<file path="src/rtl/module_display_scan.sv">
// Four-digit multiplexed hex display scanner with double-buffered data capture.
// New values are held in a pending register and swapped in only at frame end, so a frame never tears.
module module_display_scan #(
    parameter int DIV = 6750
) (
    input  logic        clk,
    input  logic        rst,
    input  logic        en,
    input  logic        load,
    input  logic [15:0] data,
    input  logic        blank_lz,
    output logic [3:0]  digit,
    output logic [3:0]  anodes,
    output logic        pending,
    output logic        frame
);

    localparam logic [15:0] CNT_LAST = 16'(DIV - 1);

    logic [15:0] cnt;
    logic [1:0]  idx;
    logic [15:0] disp;
    logic [15:0] pend;
    logic        pend_v;

    logic        last;
    logic        frame_c;
    logic [3:0]  upper_zero;
    logic        blanked;

    assign last    = (cnt == CNT_LAST);
    assign frame_c = en && (idx == 2'd3) && last;

    always_ff @(posedge clk) begin
        if (rst) begin
            cnt    <= '0;
            idx    <= '0;
            disp   <= '0;
            pend   <= '0;
            pend_v <= 1'b0;
        end else begin
            if (en) begin
                if (last) begin
                    cnt <= '0;
                    idx <= idx + 2'd1;
                end else begin
                    cnt <= cnt + 16'd1;
                end
            end
            // A load landing on the frame cycle bypasses pend: the newest value wins.
            if (frame_c) begin
                if (load)
                    disp <= data;
                else if (pend_v)
                    disp <= pend;
                pend_v <= 1'b0;
            end else if (load) begin
                pend   <= data;
                pend_v <= 1'b1;
            end
        end
    end

    // upper_zero[k]: disp nibbles k..3 are all zero.
    for (genvar k = 0; k < 4; k++) begin : g_lz
        assign upper_zero[k] = ((disp >> (4 * k)) == 16'd0);
    end

    assign blanked = blank_lz && (idx != 2'd0) && upper_zero[idx];
    assign digit   = disp[{idx, 2'b00} +: 4];
    assign anodes  = (!en || blanked) ? 4'b1111 : ~(4'b0001 << idx);
    assign frame   = frame_c;
    assign pending = pend_v;

endmodule

</file>
<file path="config.mk">
export PLATFORM = sky130hd
export DESIGN_NAME = module_display_scan
export DESIGN_NICKNAME = d
export VERILOG_FILES = /design/src/rtl/module_display_scan.sv
export SDC_FILE = /design/constraint.sdc
export NUM_CORES = 1
export LEC_CHECK = 0
export CAP_MARGIN = 15
export CORE_ASPECT_RATIO = 0.5
export CORE_MARGIN = 2
export CORE_UTILIZATION = 55
export CTS_CLUSTER_SIZE = 14
export DETAILED_ROUTE_END_ITERATION = 10
export PLACE_DENSITY = 0.83
export SLEW_MARGIN = 25
export SYNTH_ARGS = -nofsm -noshare
export SYNTH_HDL_FRONTEND = slang
export SYNTH_SLANG_ARGS = --single-unit
export TNS_END_PERCENT = 50
</file>
<file path="constraint.sdc">
create_clock -name clk -period 3.2 [get_ports clk]
set_clock_uncertainty 0.2 [all_clocks]
set_input_delay 0.8 -clock clk [delete_from_list [all_inputs] [get_ports clk]]
set_output_delay 0.8 -clock clk [all_outputs]
set_load 0.03 [all_outputs]
</file>
==> results of run 1 <==
-- synth_stat cells (all sizes together), types with 7 or more instances --
master / count / area [sq um]
dfxtp: 51 / 1021
clkbuf: 28 / 105.1
nand2: 25 / 93.84
o21ai: 19 / 95.09
nor2: 18 / 67.56
nor2b: 17 / 106.4
a31oi: 16 / 100.1
mux2i: 16 / 160.2
nand4b: 16 / 140.1
nor3b: 16 / 120.1
o311ai: 16 / 140.1
o41ai: 16 / 237.7
nor4: 11 / 75.07
xnor2: 10 / 87.58
buf: 8 / 53.80
nand3: 7 / 35.03
-- routing by layer --
metal / up-vias / wire length, um / global-route usage [%]
li1: 1296 / - / -
met1: 1317 / 3096 / 31.28
met2: 55 / 3519 / 40.55
met3: 14 / 300 / 5.343
met4: 0 / 142 / 9.946
met5: - / 0 / 0.8929
-- state kept, by name, summed over array words and instances (netlist names) --
register,cells
pend,16
idx,2
pending,1
disp,16
cnt,16
-- layout make-up --
class	instances	area share (%)
Multi-Input combinational cell	245	53.34
Sequential cell	51	29.17
Timing Repair Buffer	41	11.37
Clock buffer	8	2.860
Tap cell	73	2.610
Inverter	6	0.6435
-- critical path, stage by stage --
cell and delay, ps:
clkdlybuf4s50_1 480, nand4_1 150, nor4_2 280, and2_1 210, buf_4 180
-- logic make-up (layout without fill, tap and decap cells) --
| logic type | after synthesis | in the layout | share of synthesized area, % |
|---|---|---|---|
| xor gates and xnor gates | 13 | 13 | 3.736 |
| AOI/OAI and AO/OA | 74 | 74 | 20.28 |
| buffers and inverters | 42 | 55 | 5.952 |
| DFF | 51 | 51 | 33.50 |
| and+or+nand+nor | 132 | 132 | 25.86 |
| muxes | 20 | 20 | 8.210 |
| adders and majority gates | 6 | 6 | 2.463 |
-- where the power goes --
group,internal (mW),leakage [nW],switching (mW)
Combinational,0.0730,0.744,0.0817
Sequential,0.657,0.416,0.0184
Clock,0.198,0.0515,0.221
Total,0.928,1.21,0.321
-- per-stage QoR --
step                instance area (sq um)  hold slack, ps
floorplan                            3048           280.9
finish                               3500           330.4
global placement                     3391           299.3
CTS                                  3493           328.4
detailed placement                   3393           315.6
global route                         3500           367.6
-- final timing paths --
kind                            startpoint       to  cells past startpoint
worst max-delay path                    en    frame                      5
worst min-delay path                cnt[1]   cnt[1]                      2
worst min register to register      cnt[1]   cnt[1]                      2
worst max register to register      cnt[0]  cnt[10]                      7
==> impl_results.md, run 1 <==
* Status: finished clean
* Via count at 2682
* Commonest non-fill, non-tap cell in the layout: dfxtp_1
* Die H at 56.64 um
* Final setup violation count at 0
* H-tree depth at 2
* Synth cell types at 40
* Synth warnings at 0
* Area of the multi-input gates at 1867 sq um
* WP data required at 2200 ps
* Maximum VDD drop at 207.7 uV
* Vias/cell at 6.325
* Syn avg cell area at 9.018 sq um
* PostCTS Resize Cnt at 0
* TritonCTS sink count at 51
* Post-Place Cells at 416
* Minimum clock period at 3102 ps
* Max_slew headroom at 50.16%
* Post-Syn Nets at 365
* Ys async rst share at 0%
* Register area at 1021 sq um
* Largest net degree at the start of global routing at 85
* DRT Pass-1 Iters at 4
* Design Power at 1.249 mW
* Initial DRC Count at 236
* TritonCTS buffer count at 5
* Leakage at 1.212 nW
* Setup TNS after final layout at 0 ps
* Most frequent cells in the layout: 51 x dfxtp_1, 25 x nand2_1, 23 x clkdlybuf4s50_1
* Worst-skew pair later-pin latency at 320 ps
* Initial Utilization at 56.23%
* Yosys reg bits at 51
* Grt ovf at 0
* Number of synthesized flops with an enable pin at 0
* Period utilization at 96.94%
* Rows at 19
* Postcts setup bufs at 0
* Crit path capture type: output port
* Mapped Cells at 338
* Crit path launch type: input port
* CP max FO at 3
* Detailed placement HPWL at 4723 um
* Nets@finish at 377
* Max Freq at 0.3223 GHz
* Pre-CTS setup slack at 111.1 ps
* Diodes inserted at 0
* Core area at 5420 sq um
* Area growth syn-to-layout at 14.82%
* PortBufs at 30
* GPL Wtd Cong at 0.8623
* Hold Crit Class: reg2reg
* Worst slew pin tran at 746.8 ps
* Worst Slack Setup Final at 97.77 ps
* Non-Filler Instances at 424
* Fraction of layout cells with a size suffix above 1 at 13.68%
* Filler Cell Count at 442
* Total track usage at 24.57%
* Fin util at 64.57%
* Routed WL at 7058 um
* Wirelength per Cell at 16.65 um
* Die X at 109.3 um
* Sequential fraction of the synthesis area at 33.50%
* CTS Buffer Depth at 2
* Number of global-route vias before repair at 2563
* Die ar. at 6189 sq um
* Setup CP Type: in2out
* Final slew viol count at 0
* CTS tree: yes
* Hold Buf Count CTS at 0
* Worst EP arrival at 2100 ps
* First-pass GRT wire length at 11890 um
* RSZ-0062 raised after global routing: no
* Dominant synthesized flop cell: dfxtp_1
* Mapped cell area at 3048 sq um
* PwrDens at 357.0 nW/um^2
* Post-DRT Antenna Nets at 0
* DRC viols at 0
* Reg-to-reg slack, setup at 630 ps
* IO Pins at 31
* CTS clk-pin slew, worst paths at 90 ps
* Root Driver: clkbuf_8
* Initial antenna violation count at 0
* Max-Cap Viols at 0
* Final Hold Viols at 0
No activity file was read; power rests on OpenSTA's default activity.
==> run 2: changes to the inputs <==
Clock period 3.2 ns to 2.9 ns, I/O delays scaled along.
==> impl_results.md, run 2 (synthesized netlist as in run 1, its figures left out) <==
* Status: finished clean (unchanged)
* Placed Area at 3413 sq um (was 3393 sq um)
* Initial Utilization at 56.23% (unchanged)
* WP data required at 1980 ps (was 2200 ps)
* Max-Cap Viols at 0 (unchanged)
* Number of global-route vias before repair at 2514 (was 2563)
* CP peak stage delay at 490 ps (was 480 ps)
* Detailed placement HPWL at 4554 um (was 4723 um)
* Final Hold Viols at 0 (unchanged)
* Worst r2r src: cnt[1] (was cnt[0])
* Clock network power share at 35.8% (was 33.5%)
* Nets@finish at 381 (was 377)
* Crit path cell chain: inv_2, ha_4, or4b_4, nor4_4, and2_4, buf_6 (was clkdlybuf4s50_1, nand4_1, nor4_2, and2_1, buf_4)
* Area growth syn-to-layout at 18.10% (was 14.82%)
* Post-DRT Antenna Nets at 0 (unchanged)
* P_int at 1.089 mW (was 928.3 uW)
* Grt ovf at 0 (unchanged)
* Non-Filler Instances at 428 (was 424)
* R2R depth at 6 (was 7)
* Setup CP Type: reg2out (was in2out)
* Leakage at 1.270 nW (was 1.212 nW)
* GPL Wtd Cong at 0.8453 (was 0.8623)
* Post-Place Cells at 417 (was 416)
* Crit path launch type: flop (was input port)
* Core area at 5420 sq um (unchanged)
* Total track usage at 22.74% (was 24.57%)
* Gate power share at 12.2% (was 12.4%)
* Slowest cell on crit path: or4b_4 (was clkdlybuf4s50_1)
* Diodes inserted at 0 (unchanged)
* CTS tree: yes (unchanged)
* Design Area, Final at 3600 sq um (was 3500 sq um)
* Rows at 19 (unchanged)
* Final slew viol count at 0 (unchanged)
* CTS Buffer Depth at 2 (unchanged)
* Minimum clock period at 2843 ps
* Wirelength per Cell at 15.93 um (was 16.65 um)
* Most frequent cells in the layout: 47 x dfxtp_1, 25 x nand2_1, 22 x clkdlybuf4s50_1 (was 51 x dfxtp_1, 25 x nand2_1, 23 x clkdlybuf4s50_1)
* Root Driver: clkbuf_8 (unchanged)
* Die H at 56.64 um (unchanged)
* Hold Buf Count CTS at 0 (unchanged)
* TritonCTS buffer count at 5 (unchanged)
* DRT Pass-1 Iters at 4 (unchanged)
* Crit path capture type: output port (unchanged)
* Max Freq at 0.3518 GHz
* TritonCTS sink count at 51 (unchanged)
* Die ar. at 6189 sq um (unchanged)
* Fraction of layout cells with a size suffix above 1 at 16.90% (was 13.68%)
* PwrDens at 398.7 nW/um^2 (was 357.0 nW/um^2)
* Largest regs: cnt x16, disp x16, pend x16 (unchanged)
* Commonest non-fill, non-tap cell in the layout: dfxtp_1 (unchanged)
* Max_slew headroom at 48.41% (was 50.16%)
* Worst-skew pair later-pin latency at 310 ps (was 320 ps)
* Via count at 2651 (was 2682)
* Register share of total power at 52.1% (was 54.1%)
* Initial antenna violation count at 0 (unchanged)
* Psw at 346.2 uW (was 321.1 uW)
* First-pass GRT wire length at 11270 um (was 11890 um)
* Sw Ratio at 24.12% (was 25.70%)
* Largest net degree at the start of global routing at 85 (unchanged)
* Hold Crit Class: reg2reg (unchanged)
* CP max FO at 5 (was 3)
* Crit path from: cnt[1] (was en)
* H-tree depth at 2 (unchanged)
* IO Pins at 31 (unchanged)
* Maximum VDD drop at 264.7 uV (was 207.7 uV)
* PortBufs at 30 (unchanged)
* Vias/cell at 6.194 (was 6.325)
* Min-Delay Startpoint: cnt[10] (was cnt[1])
* Worst slew pin tran at 773.0 ps (was 746.8 ps)
* Final setup violation count at 0 (unchanged)
* Routed WL at 6818 um (was 7058 um)
* CTS clk-pin slew, worst paths at 90 ps (about the same)
* Die X at 109.3 um (unchanged)
* DRC viols at 0 (unchanged)
* Initial DRC Count at 197 (was 236)
* Hold depth at 2 (unchanged)
* Worst EP arrival at 1920 ps (was 2100 ps)
* Period utilization at 98.02%
## run 2: cell types whose count changed in the layout (fill, tap and decap cells not counted), sizes merged
cell and delta:
dlymetal6s2s +1, clkdlybuf4s50 -1, clkbuf -2, buf +4, clkinv +1, bufinv +1
## run 2: power groups by stage
stage	logic, mW	clock network, mW	registers [mW]
finish	0.175	0.513	0.747
global route	0.191	0.546	0.750
CTS	0.169	0.522	0.745
detailed placement	0.169	0	0.761
global placement	0.161	0	0.758
floorplan	0.108	0	0.757
## run 2: final timing paths
kind,to,slack [ps]
max,frame,60
min,cnt[10],330
max reg2reg,disp[0],430
min reg2reg,cnt[10],330
## run 2: routing by layer
layer | part of all wire [%] | GRT usage [%] | up-vias
li1 | - | - | 1308
met1 | 44 | 28.75 | 1260
met5 | 0 | 0 | -
met2 | 49 | 38.33 | 69
met4 | 1.8 | 8.137 | 0
met3 | 4.4 | 4.994 | 14
## run 2: metrics by stage
stage	TNS [ps]	power, mW	setup slack (ps)	hold slack [ps]	utilization [%]
6_report	0	1.435	57.31	326.2	66.41
5_1_grt	-3.352	1.487	-3.352	353.0	66.41
4_1_cts	0	1.437	4.460	320.6	65.54
3_5_place_dp	-32.94	0.9299	-32.94	304.5	62.97
3_3_place_gp	-22.03	0.9193	-22.03	299.2	62.93
2_1_floorplan	0	0.8651	330.4	280.9	-
## run 2: cell type report
cell class,count,area [sq um]
inverters,6,22.52
flip-flops and latches,51,1031
fillers,424,1821
clock buffers,6,82.58
well taps,73,91.34
multi-input cells,245,1891
clock inverters,2,35.03
repair buffers,45,446.7
## run 2: critical path, delay by kind of cell, from the launching register on
| kind | cells | cell delay [ps] |
|---|---|---|
| and+or+nand+nor | 3 | 950 |
| DFF | 1 | 370 |
| buffers and inverters | 2 | 190 |
| adders and majority gates | 1 | 110 |
## run 2: repair_timing
action                                  in CTS  in global routing
endpoints found under the setup margin       1                  8
buffers inserted                             1                  2
pin swaps                                    1                  2
resized for setup                            4                 10
